### src/rtl/mem_ctrl_pkg.sv
// Shared constants for the memory controller: access sizes, FSM state codes,
// IO region selector and address width defaults.
package mem_ctrl_pkg;

    localparam int ADDR_W_DEF = 32;
    localparam logic [1:0] IO_HI_DEF = 2'b11;

    // Access size encodings as driven on lsb_size (3 behaves like a word)
    localparam logic [1:0] SZ_B = 2'd0;
    localparam logic [1:0] SZ_H = 2'd1;
    localparam logic [1:0] SZ_W = 2'd2;

    // FSM state encodings
    localparam logic [1:0] ST_IDLE = 2'd0;
    localparam logic [1:0] ST_BUSY = 2'd1;
    localparam logic [1:0] ST_DONE = 2'd2;

    // Number of bus bytes moved for a given access size
    function automatic logic [2:0] size_bytes(input logic [1:0] sz);
        case (sz)
            SZ_B:    size_bytes = 3'd1;
            SZ_H:    size_bytes = 3'd2;
            default: size_bytes = 3'd4;
        endcase
    endfunction

endpackage

### src/rtl/mem_ctrl_if.sv
// Request/response and RAM bus bundle for mem_ctrl.
// slave = controller side, master = icache/LSB/RAM side.
interface mem_ctrl_if
    import mem_ctrl_pkg::*;
#(
    parameter int ADDR_W = ADDR_W_DEF
);
    // icache fetch port
    logic              need_mem;
    logic [ADDR_W-1:0] mem_addr;
    logic [31:0]       mem_ins;
    logic              mem_ins_ready;
    // load-store port
    logic              lsb_valid;
    logic              lsb_wr;
    logic [1:0]        lsb_size;
    logic              lsb_sign;
    logic [ADDR_W-1:0] lsb_addr;
    logic [31:0]       lsb_wdata;
    logic [31:0]       lsb_rdata;
    logic              lsb_done;
    // byte-wide RAM/IO bus
    logic [7:0]        mem_din;
    logic [7:0]        mem_dout;
    logic [ADDR_W-1:0] mem_a;
    logic              mem_wr;
    logic              io_buffer_full;

    modport slave (
        input  need_mem, mem_addr, lsb_valid, lsb_wr, lsb_size, lsb_sign,
               lsb_addr, lsb_wdata, mem_din, io_buffer_full,
        output mem_ins, mem_ins_ready, lsb_rdata, lsb_done, mem_dout, mem_a, mem_wr
    );

    modport master (
        output need_mem, mem_addr, lsb_valid, lsb_wr, lsb_size, lsb_sign,
               lsb_addr, lsb_wdata, mem_din, io_buffer_full,
        input  mem_ins, mem_ins_ready, lsb_rdata, lsb_done, mem_dout, mem_a, mem_wr
    );

endinterface

### src/rtl/mem_ctrl_extend.sv
// Combinational zero/sign extension of a loaded byte or half to 32 bits.
// Word sizes (2 and 3) pass through untouched.
module mem_ctrl_extend
    import mem_ctrl_pkg::*;
(
    input  logic [31:0] raw,
    input  logic [1:0]  size,
    input  logic        sign,
    output logic [31:0] ext
);

    // Pick the extension fill from the top bit of the loaded field
    always_comb begin
        case (size)
            SZ_B:    ext = {{24{sign & raw[7]}}, raw[7:0]};
            SZ_H:    ext = {{16{sign & raw[15]}}, raw[15:0]};
            default: ext = raw;
        endcase
    end

endmodule

### src/rtl/mem_ctrl.sv
// Memory controller: serves icache word fetches and LSB byte/half/word
// loads/stores over a byte-wide RAM bus with 1-cycle read latency.
// Optional macro MEMCTRL_IO_GUARD_EN: holds IO-region stores while the IO
// write buffer is full.
module mem_ctrl
    import mem_ctrl_pkg::*;
#(
    parameter int         ADDR_W = ADDR_W_DEF,
    parameter logic [1:0] IO_HI  = IO_HI_DEF
)(
    input logic      clk_in,
    input logic      rst_in,
    input logic      rdy_in,
    mem_ctrl_if.slave bus
);

    logic [1:0]        state;
    logic [2:0]        cnt;
    logic [2:0]        cnt_nx;
    logic [2:0]        nbytes;
    logic [ADDR_W-1:0] base;
    logic              op_fetch;
    logic              op_wr;
    logic              op_sign;
    logic [1:0]        op_size;
    logic [23:0]       wdata_hi;
    logic [31:0]       rbuf;
    logic              io_op;

    logic [ADDR_W-1:0] mem_a_q;
    logic [7:0]        mem_dout_q;
    logic              mem_wr_q;
    logic [31:0]       mem_ins_q;
    logic              mem_ins_ready_q;
    logic [31:0]       lsb_rdata_q;
    logic              lsb_done_q;

    logic              lsb_block;
    logic              io_stall;
    logic              lsb_go;
    logic              fetch_go;
    logic              lsb_is_io;
    logic [31:0]       raw_word;
    logic [31:0]       ext_word;

    assign cnt_nx    = cnt + 3'd1;
    assign lsb_is_io = bus.lsb_wr && (bus.lsb_addr[17:16] == IO_HI);

    // Accept decision: LSB beats icache; a guarded IO store may step aside
    always_comb begin
        lsb_block = 1'b0;
        io_stall  = 1'b0;
`ifdef MEMCTRL_IO_GUARD_EN
        lsb_block = lsb_is_io && bus.io_buffer_full;
        io_stall  = (state == ST_BUSY) && io_op && bus.io_buffer_full;
`endif
        lsb_go   = (state == ST_IDLE) && bus.lsb_valid && !lsb_block;
        fetch_go = (state == ST_IDLE) && bus.need_mem && !lsb_go;
    end

`ifndef MEMCTRL_IO_GUARD_EN
    logic unused_io;
    assign unused_io = bus.io_buffer_full | io_op;
`endif

    // Final read word: bytes gathered so far plus the byte arriving now
    always_comb begin
        raw_word = rbuf;
        case (nbytes)
            3'd1:    raw_word[7:0]   = bus.mem_din;
            3'd2:    raw_word[15:8]  = bus.mem_din;
            default: raw_word[31:24] = bus.mem_din;
        endcase
    end

    mem_ctrl_extend u_extend (
        .raw  (raw_word),
        .size (op_size),
        .sign (op_sign),
        .ext  (ext_word)
    );

    // Request FSM and byte sequencer; everything holds while rdy_in is low
    always_ff @(posedge clk_in or negedge rst_in) begin
        if (!rst_in) begin
            state           <= ST_IDLE;
            cnt             <= '0;
            nbytes          <= '0;
            base            <= '0;
            op_fetch        <= 1'b0;
            op_wr           <= 1'b0;
            op_sign         <= 1'b0;
            op_size         <= SZ_B;
            wdata_hi        <= '0;
            rbuf            <= '0;
            io_op           <= 1'b0;
            mem_a_q         <= '0;
            mem_dout_q      <= '0;
            mem_wr_q        <= 1'b0;
            mem_ins_q       <= '0;
            mem_ins_ready_q <= 1'b0;
            lsb_rdata_q     <= '0;
            lsb_done_q      <= 1'b0;
        end else if (rdy_in) begin
            case (state)
                ST_IDLE: begin
                    if (lsb_go || fetch_go) begin
                        state    <= ST_BUSY;
                        cnt      <= '0;
                        rbuf     <= '0;
                        op_fetch <= !lsb_go;
                        op_wr    <= lsb_go && bus.lsb_wr;
                        op_sign  <= bus.lsb_sign;
                        op_size  <= lsb_go ? bus.lsb_size : SZ_W;
                        nbytes   <= lsb_go ? size_bytes(bus.lsb_size) : 3'd4;
                        base     <= lsb_go ? bus.lsb_addr : bus.mem_addr;
                        mem_a_q  <= lsb_go ? bus.lsb_addr : bus.mem_addr;
                        wdata_hi <= bus.lsb_wdata[31:8];
                        io_op    <= lsb_go && lsb_is_io;
                        mem_wr_q <= lsb_go && bus.lsb_wr;
                        if (lsb_go && bus.lsb_wr)
                            mem_dout_q <= bus.lsb_wdata[7:0];
                    end
                end
                ST_BUSY: begin
                    if (op_wr) begin
                        // One byte written per edge; last byte closes the op
                        if (!io_stall) begin
                            if (cnt_nx < nbytes) begin
                                cnt     <= cnt_nx;
                                mem_a_q <= base + ADDR_W'(cnt_nx);
                                case (cnt)
                                    3'd0:    mem_dout_q <= wdata_hi[7:0];
                                    3'd1:    mem_dout_q <= wdata_hi[15:8];
                                    default: mem_dout_q <= wdata_hi[23:16];
                                endcase
                            end else begin
                                mem_wr_q   <= 1'b0;
                                lsb_done_q <= 1'b1;
                                state      <= ST_DONE;
                            end
                        end
                    end else begin
                        // mem_din lags mem_a by one edge, so byte cnt-1 lands now
                        case (cnt)
                            3'd1:    rbuf[7:0]   <= bus.mem_din;
                            3'd2:    rbuf[15:8]  <= bus.mem_din;
                            3'd3:    rbuf[23:16] <= bus.mem_din;
                            default: ;
                        endcase
                        if (cnt == nbytes) begin
                            state <= ST_DONE;
                            if (op_fetch) begin
                                mem_ins_q       <= raw_word;
                                mem_ins_ready_q <= 1'b1;
                            end else begin
                                lsb_rdata_q <= ext_word;
                                lsb_done_q  <= 1'b1;
                            end
                        end else begin
                            cnt <= cnt_nx;
                            if (cnt_nx < nbytes)
                                mem_a_q <= base + ADDR_W'(cnt_nx);
                        end
                    end
                end
                default: begin
                    // Cooldown: pulses drop, requester releases its request
                    mem_ins_ready_q <= 1'b0;
                    lsb_done_q      <= 1'b0;
                    state           <= ST_IDLE;
                end
            endcase
        end
    end

    assign bus.mem_a         = mem_a_q;
    assign bus.mem_dout      = mem_dout_q;
    assign bus.mem_wr        = mem_wr_q && rdy_in && !io_stall;
    assign bus.mem_ins       = mem_ins_q;
    assign bus.mem_ins_ready = mem_ins_ready_q;
    assign bus.lsb_rdata     = lsb_rdata_q;
    assign bus.lsb_done      = lsb_done_q;

endmodule

### src/flat_wrapper.sv
// flat-port wrapper written by rule: the top's interface ports become plain ports
module mem_ctrl_flat import mem_ctrl_pkg::*;
#(
    parameter int         ADDR_W = ADDR_W_DEF,
    parameter logic [1:0] IO_HI  = IO_HI_DEF
)
  (clk_in, rst_in, rdy_in, bus_need_mem, bus_mem_addr, bus_lsb_valid, bus_lsb_wr, bus_lsb_size, bus_lsb_sign, bus_lsb_addr, bus_lsb_wdata, bus_mem_din, bus_io_buffer_full, bus_mem_ins, bus_mem_ins_ready, bus_lsb_rdata, bus_lsb_done, bus_mem_dout, bus_mem_a, bus_mem_wr);
  mem_ctrl_if #(.ADDR_W(ADDR_W)) bus_i ();
  input logic clk_in;
  input logic rst_in;
  input logic rdy_in;
  input wire logic [$bits(bus_i.need_mem)-1:0] bus_need_mem;
  input wire logic [$bits(bus_i.mem_addr)-1:0] bus_mem_addr;
  input wire logic [$bits(bus_i.lsb_valid)-1:0] bus_lsb_valid;
  input wire logic [$bits(bus_i.lsb_wr)-1:0] bus_lsb_wr;
  input wire logic [$bits(bus_i.lsb_size)-1:0] bus_lsb_size;
  input wire logic [$bits(bus_i.lsb_sign)-1:0] bus_lsb_sign;
  input wire logic [$bits(bus_i.lsb_addr)-1:0] bus_lsb_addr;
  input wire logic [$bits(bus_i.lsb_wdata)-1:0] bus_lsb_wdata;
  input wire logic [$bits(bus_i.mem_din)-1:0] bus_mem_din;
  input wire logic [$bits(bus_i.io_buffer_full)-1:0] bus_io_buffer_full;
  output wire logic [$bits(bus_i.mem_ins)-1:0] bus_mem_ins;
  output wire logic [$bits(bus_i.mem_ins_ready)-1:0] bus_mem_ins_ready;
  output wire logic [$bits(bus_i.lsb_rdata)-1:0] bus_lsb_rdata;
  output wire logic [$bits(bus_i.lsb_done)-1:0] bus_lsb_done;
  output wire logic [$bits(bus_i.mem_dout)-1:0] bus_mem_dout;
  output wire logic [$bits(bus_i.mem_a)-1:0] bus_mem_a;
  output wire logic [$bits(bus_i.mem_wr)-1:0] bus_mem_wr;
  assign bus_i.need_mem = bus_need_mem;
  assign bus_i.mem_addr = bus_mem_addr;
  assign bus_i.lsb_valid = bus_lsb_valid;
  assign bus_i.lsb_wr = bus_lsb_wr;
  assign bus_i.lsb_size = bus_lsb_size;
  assign bus_i.lsb_sign = bus_lsb_sign;
  assign bus_i.lsb_addr = bus_lsb_addr;
  assign bus_i.lsb_wdata = bus_lsb_wdata;
  assign bus_i.mem_din = bus_mem_din;
  assign bus_i.io_buffer_full = bus_io_buffer_full;
  assign bus_mem_ins = bus_i.mem_ins;
  assign bus_mem_ins_ready = bus_i.mem_ins_ready;
  assign bus_lsb_rdata = bus_i.lsb_rdata;
  assign bus_lsb_done = bus_i.lsb_done;
  assign bus_mem_dout = bus_i.mem_dout;
  assign bus_mem_a = bus_i.mem_a;
  assign bus_mem_wr = bus_i.mem_wr;
  mem_ctrl #(.ADDR_W(ADDR_W), .IO_HI(IO_HI)) u_core (.clk_in(clk_in), .rst_in(rst_in), .rdy_in(rdy_in), .bus(bus_i));
endmodule
### config.mk
export PLATFORM = sky130hd
export DESIGN_NAME = mem_ctrl_flat
export DESIGN_NICKNAME = d
export VERILOG_FILES = /design/src/rtl/mem_ctrl_pkg.sv /design/src/rtl/mem_ctrl_if.sv /design/src/rtl/mem_ctrl_extend.sv /design/src/rtl/mem_ctrl.sv /design/src/flat_wrapper.sv
export SDC_FILE = /design/constraint.sdc
export NUM_CORES = 1
export LEC_CHECK = 0
export ABC_CLOCK_PERIOD_IN_PS = 6700
export CAP_MARGIN = 30
export CORE_MARGIN = 2
export CORE_UTILIZATION = 30
export CTS_CLUSTER_DIAMETER = 50
export DETAILED_ROUTE_END_ITERATION = 8
export SLEW_MARGIN = 0
export SYNTH_ARGS = -nofsm -noshare
export SYNTH_HDL_FRONTEND = slang
export SYNTH_HIERARCHICAL = 1
export SYNTH_SLANG_ARGS = --single-unit
export TNS_END_PERCENT = 50
### constraint.sdc
create_clock -name clk_in -period 6.7 [get_ports clk_in]
set_input_delay 0.67 -clock clk_in [delete_from_list [all_inputs] [get_ports clk_in]]
set_output_delay 0.67 -clock clk_in [all_outputs]
set_load 0.02 [all_outputs]
* Word level (Yosys, flattened, before mapping)
Cells that the tools add are included.
Word-level totals: output and inout port bits 107, input bits 114, register bits 200, logic and storage cells 126
Operators by class: bitwise logic cells 5, equal/unequal tests 25, reduce and logical (&&, ||, !) cells 26, muxes and demuxes 48, magnitude comparators 1, add/subtract/negate cells 2
Operators with widths (number):
- 32-bit two-way mux | 5
- 32-bit one-hot mux with 2 select lines | 2
- 8-bit two-way mux | 10
- 24-bit two-way mux | 2
- 24-bit one-hot mux with 2 select lines | 1
- 5-bit AND reduction | 9
- 32-bit by 3-bit adder with 32-bit output | 1
- 8-bit one-hot mux with 2 select lines | 2
- 3-bit two-way mux | 5
- 2-bit != test (second input constant) | 7
- 3-bit one-hot mux with 2 select lines | 2
- 1-bit two-way mux | 10
- 2-bit two-way mux | 5
- 3-bit by 2-bit == test with 1-bit output (second input constant) | 3
- 3-bit != test (second input constant) | 3
- 2-bit by 1-bit != test with 1-bit output (second input constant) | 4
- 4-bit AND reduction | 2
- 2-bit by 1-bit == test with 1-bit output (second input constant) | 3
- 3-bit by 1-bit == test with 1-bit output (second input constant) | 2
- 2-bit logical NOT | 3
- 1-bit one-hot mux with 2 select lines | 3
- 6-bit AND reduction | 1
- 1-bit logical AND | 5
- 2-bit one-hot mux with 2 select lines | 1
- 13 further kinds | 16

* Logic depth before layout (Yosys ltp)
word-level depth 7, mapped depth 11, depth with buffers taken out 10

* Cells and area by module
The synthesis kept the hierarchy.
By module, submodules not included:
- mem_ctrl | instances 1, area an instance 9504.1 um2, cells each 881, sequential area each 5004.8 um2
- mem_ctrl_extend | instances 1, area an instance 385.4 um2, cells each 66, sequential area each 0.0 um2

* Worst setup path after synthesis
OpenSTA, ideal clock, no wires.
kind register -> register, start reg u_core.cnt[2], end reg u_core.mem_a_q[28], in the netlist u_core/bus.mem_a[28], setup slack 3.767 ns, data arrival time 2.812 ns, setup time 0.122 ns, clock period less this slack 2.933 ns, data required time 6.578 ns, stages on the path, launching flop included 10, path through dfrtp_1 -> clkinv_1 -> ha_1 -> inv_1 -> ha_1 -> nor2b_1 -> o21ai_1 -> or4_4 -> or4_1 -> a32o_1
Between the ends: longest elaborated chain between the ends 6, elaborated cells on any way between the ends 10, classes of those cells 2 x add/sub; 1 x order compare; 2 x eq/ne; 4 x mux; 1 x reduce/logical
RTL lines:
- start, declared | line mem_ctrl.sv:18 | logic [2:0] cnt;
- start signal, assigned | line mem_ctrl.sv:130 | cnt <= cnt_nx;
- start signal, assigned | line mem_ctrl.sv:161 | cnt <= cnt_nx;
- 3-bit by 1-bit adder with 3-bit output | line mem_ctrl.sv:46 | assign cnt_nx = cnt + 3'd1;
- 32-bit by 3-bit adder with 32-bit output / 3-bit less-than comparator (equally long branches)
- 32-bit two-way mux | line mem_ctrl.sv:129, mem_ctrl.sv:162
- 32-bit two-way mux | line mem_ctrl.sv:151 | if (cnt == nbytes) begin
- 32-bit two-way mux | line mem_ctrl.sv:126 | if (op_wr) begin
- 32-bit one-hot mux with 2 select lines | line mem_ctrl.sv:105 | case (state)
- end signal, assigned | line mem_ctrl.sv:117 | mem_a_q <= lsb_go ? bus.lsb_addr : bus.mem_addr;
- end signal, assigned | line mem_ctrl.sv:131 | mem_a_q <= base + ADDR_W'(cnt_nx);
- end signal, assigned | line mem_ctrl.sv:163 | mem_a_q <= base + ADDR_W'(cnt_nx);
- end, declared | line mem_ctrl.sv:30 | logic [ADDR_W-1:0] mem_a_q;
Parallel ways exist; a longest one is shown, timed or not. The select of a mux whose other input is x is not followed. A chain may end at the register's enable or synchronous reset.

* Final worst setup path
start reg u_core.cnt[2], end reg u_core.mem_a_q[19], in the netlist u_core/bus.mem_a[19]
Same word-level chain as after synthesis.

==> results.md <==
* Status: completed
* Post-Syn Nets at 1073
* Share of cells above drive strength 1 at 15.2%
* Routability cong. at 0.791
* Post-CTS resize count at 0
* Min-delay worst type: primary input to asynchronous set/reset pin
* Initial DRC Count at 525
* Period utilization at 53.1%
* Largest family of logic cells by synthesized area: multiplexers
* Synthesized cell area at 9890 um2
* Total Wirelength at 27.5 mm
* PnR worst setup slack at 3.14 ns
* GRT Resource Usage Total at 16.2%
* CP max FO at 59
* Post-synth EDFFs at 0
* CP Capture Type: flip-flop
* Routed WL per cell at 17.2 um
* Synth warn at 6
* Leak at 5.79 nW
* Antenna-violating nets left at 0
* TritonCTS clock tree: done
* Area Growth Syn to Fin at 32.7%
* Worst Clk Skew at 0.0185 ns
* Cell variety after synth at 61
* Fin Hold WS at 0.0416 ns
* Via count at 7661
* Inst Count DP at 1557
* Reg clk slew, reported paths at 0.09 ns
* Vias in the first global route at 7716
* Worst slew pin tran at 0.990 ns
* Dpl ws at 3.07 ns
* IO Port Bufs at 219
* Hold Buf Count CTS at 0
* Hpwl dp at 19.5 mm
* Setup_tns at 0 ns
* Vias per cell at 4.81
* Pwr dens at 456 nW/um2
* Pins Over Slew Limit at 0
* XOR/XNOR share of the synthesized area at 2.57%
* Layout Utilization at 40.3%
* Initial Util at 30.4%
* # Post-CTS Setup Buffers at 0
* Final setup fails at 0
* Max Cap Viol at 0
* Required @ worst endpoint at 6.96 ns
* Relative slew slack at 34.0%
* Fill cell count at 3250
* Initial antenna violation count at 2
* Die Wd at 186 um
* I/O pins at 221
* Row Count at 66
* Die area at 34400 um2
* Critical path class: flip-flop to flip-flop
* Grt total ovfl at 0
* RSZ-0062 raised after global routing: no
* Clock buffer count from CTS at 17
* Final Hold Viols at 0
* DIE HEIGHT at 186 um
* Async set-reset flop share out of synthesis at 100%
* Startpoint Class: flip-flop
* Pre-antenna DRT Iters at 7
* H-tree depth at 4
* Clock buffer depth at 2
* Sequential area share after synthesis at 50.6%
* Final net count at 1261
* Post-route DRC at 0
* Clk_lat worst skew at 0.43 ns
* Post-Layout Cell Count at 1592
* Adder-cell share of the synthesized area at 1.59%
* Post-synthesis simple-gate area fraction at 13.4%
* Mapped Cells at 947
* Core footprint at 32500 um2
* Flops & latches, synth at 200
* Tmin final at 3.56 ns
* Compound-gate portion of the synthesized area at 13.6%
* Dominant synthesized flop cell: dfrtp_1
* Worst EP arrival at 3.82 ns
* Syn avg cell area at 10.4 um2
* Largest net degree at the start of global routing at 122
* Max Fclk at 281 MHz
* Max VDD drop at 0.000205 V
* First-pass GRT wire length at 43.7 mm
* CTS Sinks at 200
* Root Driver: clkbuf_16
* Post-synthesis mux area share at 14.3%
==> cell usage after synthesis, drive strengths merged, types with 5 or more instances <==
| master | n | area share [%] |
|---|---|---|
| nand4 | 8 | 0.66 |
| and3 | 5 | 0.32 |
| and2 | 19 | 1.2 |
| o22ai | 10 | 0.63 |
| mux2i | 22 | 2.4 |
| o31ai | 5 | 0.38 |
| inv | 22 | 0.84 |
| a22o | 8 | 0.71 |
| clkbuf | 33 | 1.3 |
| ha | 11 | 1.4 |
| buf | 31 | 1.8 |
| a21o | 13 | 0.99 |
| nand3 | 13 | 0.66 |
| nor2b | 7 | 0.44 |
| nand2b | 6 | 0.48 |
| o22a | 10 | 0.89 |
| nor2 | 40 | 1.5 |
| a221o | 18 | 1.8 |
| a21oi | 30 | 1.5 |
| xnor2 | 16 | 1.4 |
| nand2 | 169 | 6.4 |
| nor3 | 7 | 0.46 |
| a211oi | 5 | 0.38 |
| mux2 | 105 | 12 |
| dfrtp | 200 | 51 |
| o21ai | 85 | 4.5 |
| o211ai | 10 | 0.76 |
| xor2 | 13 | 1.2 |
==> layout by cell type (no fill, tap or decap), types with 11 or more instances in the layout <==
cell type	synthesis	final
a221o_1	18	17
mux2_2	105	105
mux2i_1	21	21
xnor2_1	16	16
nor2_1	40	40
a21o_1	13	13
nand3_1	13	13
o21ai_0	73	73
dfrtp_1	200	200
a21oi_1	30	30
nand2_1	169	169
inv_1	22	22
ha_1	11	11
clkbuf_16	0	17
clkdlybuf4s50_1	0	218
xor2_1	13	13
and2_1	18	18
==> routing by layer <==
metal	up-vias	wire, um	GRT usage [%]
met5	-	16	0
li1	3689	-	-
met1	3778	12500	22.0
met3	13	1350	3.21
met2	179	13400	26.7
met4	2	252	3.97
==> flip-flops by register name (all words and copies together), names as in the netlist <==
name and flops:
u_core/base 32, u_core/bus.lsb_done 1, u_core/bus.lsb_rdata 32, u_core/bus.mem_a 32
u_core/bus.mem_dout 8, u_core/bus.mem_ins 32, u_core/bus.mem_ins_ready 1, u_core/cnt 3
u_core/mem_wr_q 1, u_core/nbytes 3, u_core/op_fetch 1, u_core/op_sign 1
u_core/op_size 2, u_core/op_wr 1, u_core/rbuf 24, u_core/state 2
u_core/wdata_hi 24
==> cell families after synthesis <==
kind of cell,count (synthesis)
AOI/OAI and AO/OA,205
xor gates and xnor gates,29
adders and majority gates,12
buffers and inverters,87
DFF,200
muxes,127
and+or+nand+nor,287
==> area by class of cell <==
cell class / count / area [um2] / share of cell area [%]
Tap cell: 442 / 553 / 4.21
Multi-Input combinational cell: 660 / 4520 / 34.4
Inverter: 23 / 86.3 / 0.658
Antenna cell: 2 / 5.00 / 0.0381
Clock inverter: 14 / 171 / 1.31
Clock buffer: 18 / 439 / 3.35
Sequential cell: 200 / 5000 / 38.1
Timing Repair Buffer: 233 / 2350 / 17.9
==> stage by stage <==
step / cell area, um2 / power (mW)
final: 13100 / 5.99
after floorplan: 9890 / 3.87
after global placement: 12400 / 4.92
after detailed placement: 12500 / 4.98
after global routing: 13100 / 6.42
after CTS: 13100 / 6.06
==> critical path, cell delays in order (launching register included) <==
cell      delay (ns)
dfrtp_1         0.42
clkinv_1        0.36
ha_1            0.44
inv_1           0.07
ha_1            0.27
nor2_1          0.10
a21oi_1         0.10
a221o_2         0.35
buf_4           0.29
nor2_1          0.79
a222oi_1        0.19
==> final timing paths <==
path	cells after the start	slack (ns)	startpoint	to
max reg2reg	10	3.14	u_core/cnt[2]	u_core/bus.mem_a[19]
max in group asynchronous	4	5.20	rst_in	u_core/cnt[1]
min in group clk_in	2	0.48	u_core/bus.mem_a[8]	u_core/bus.mem_a[8]
min reg2reg	2	0.48	u_core/bus.mem_a[8]	u_core/bus.mem_a[8]
min	1	0.04	rst_in	u_core/bus.lsb_rdata[20]
max	10	3.14	u_core/cnt[2]	u_core/bus.mem_a[19]
==> power by group <==
| group | switching, mW | internal (mW) | total [mW] | leakage, nW |
|---|---|---|---|---|
| logic | 1.49 | 1.30 | 2.79 | 2.95 |
| registers | 0.410 | 1.74 | 2.15 | 2.55 |
| clock network | 0.531 | 0.518 | 1.05 | 0.293 |
Note: power is estimated with default switching activity, not from simulation.
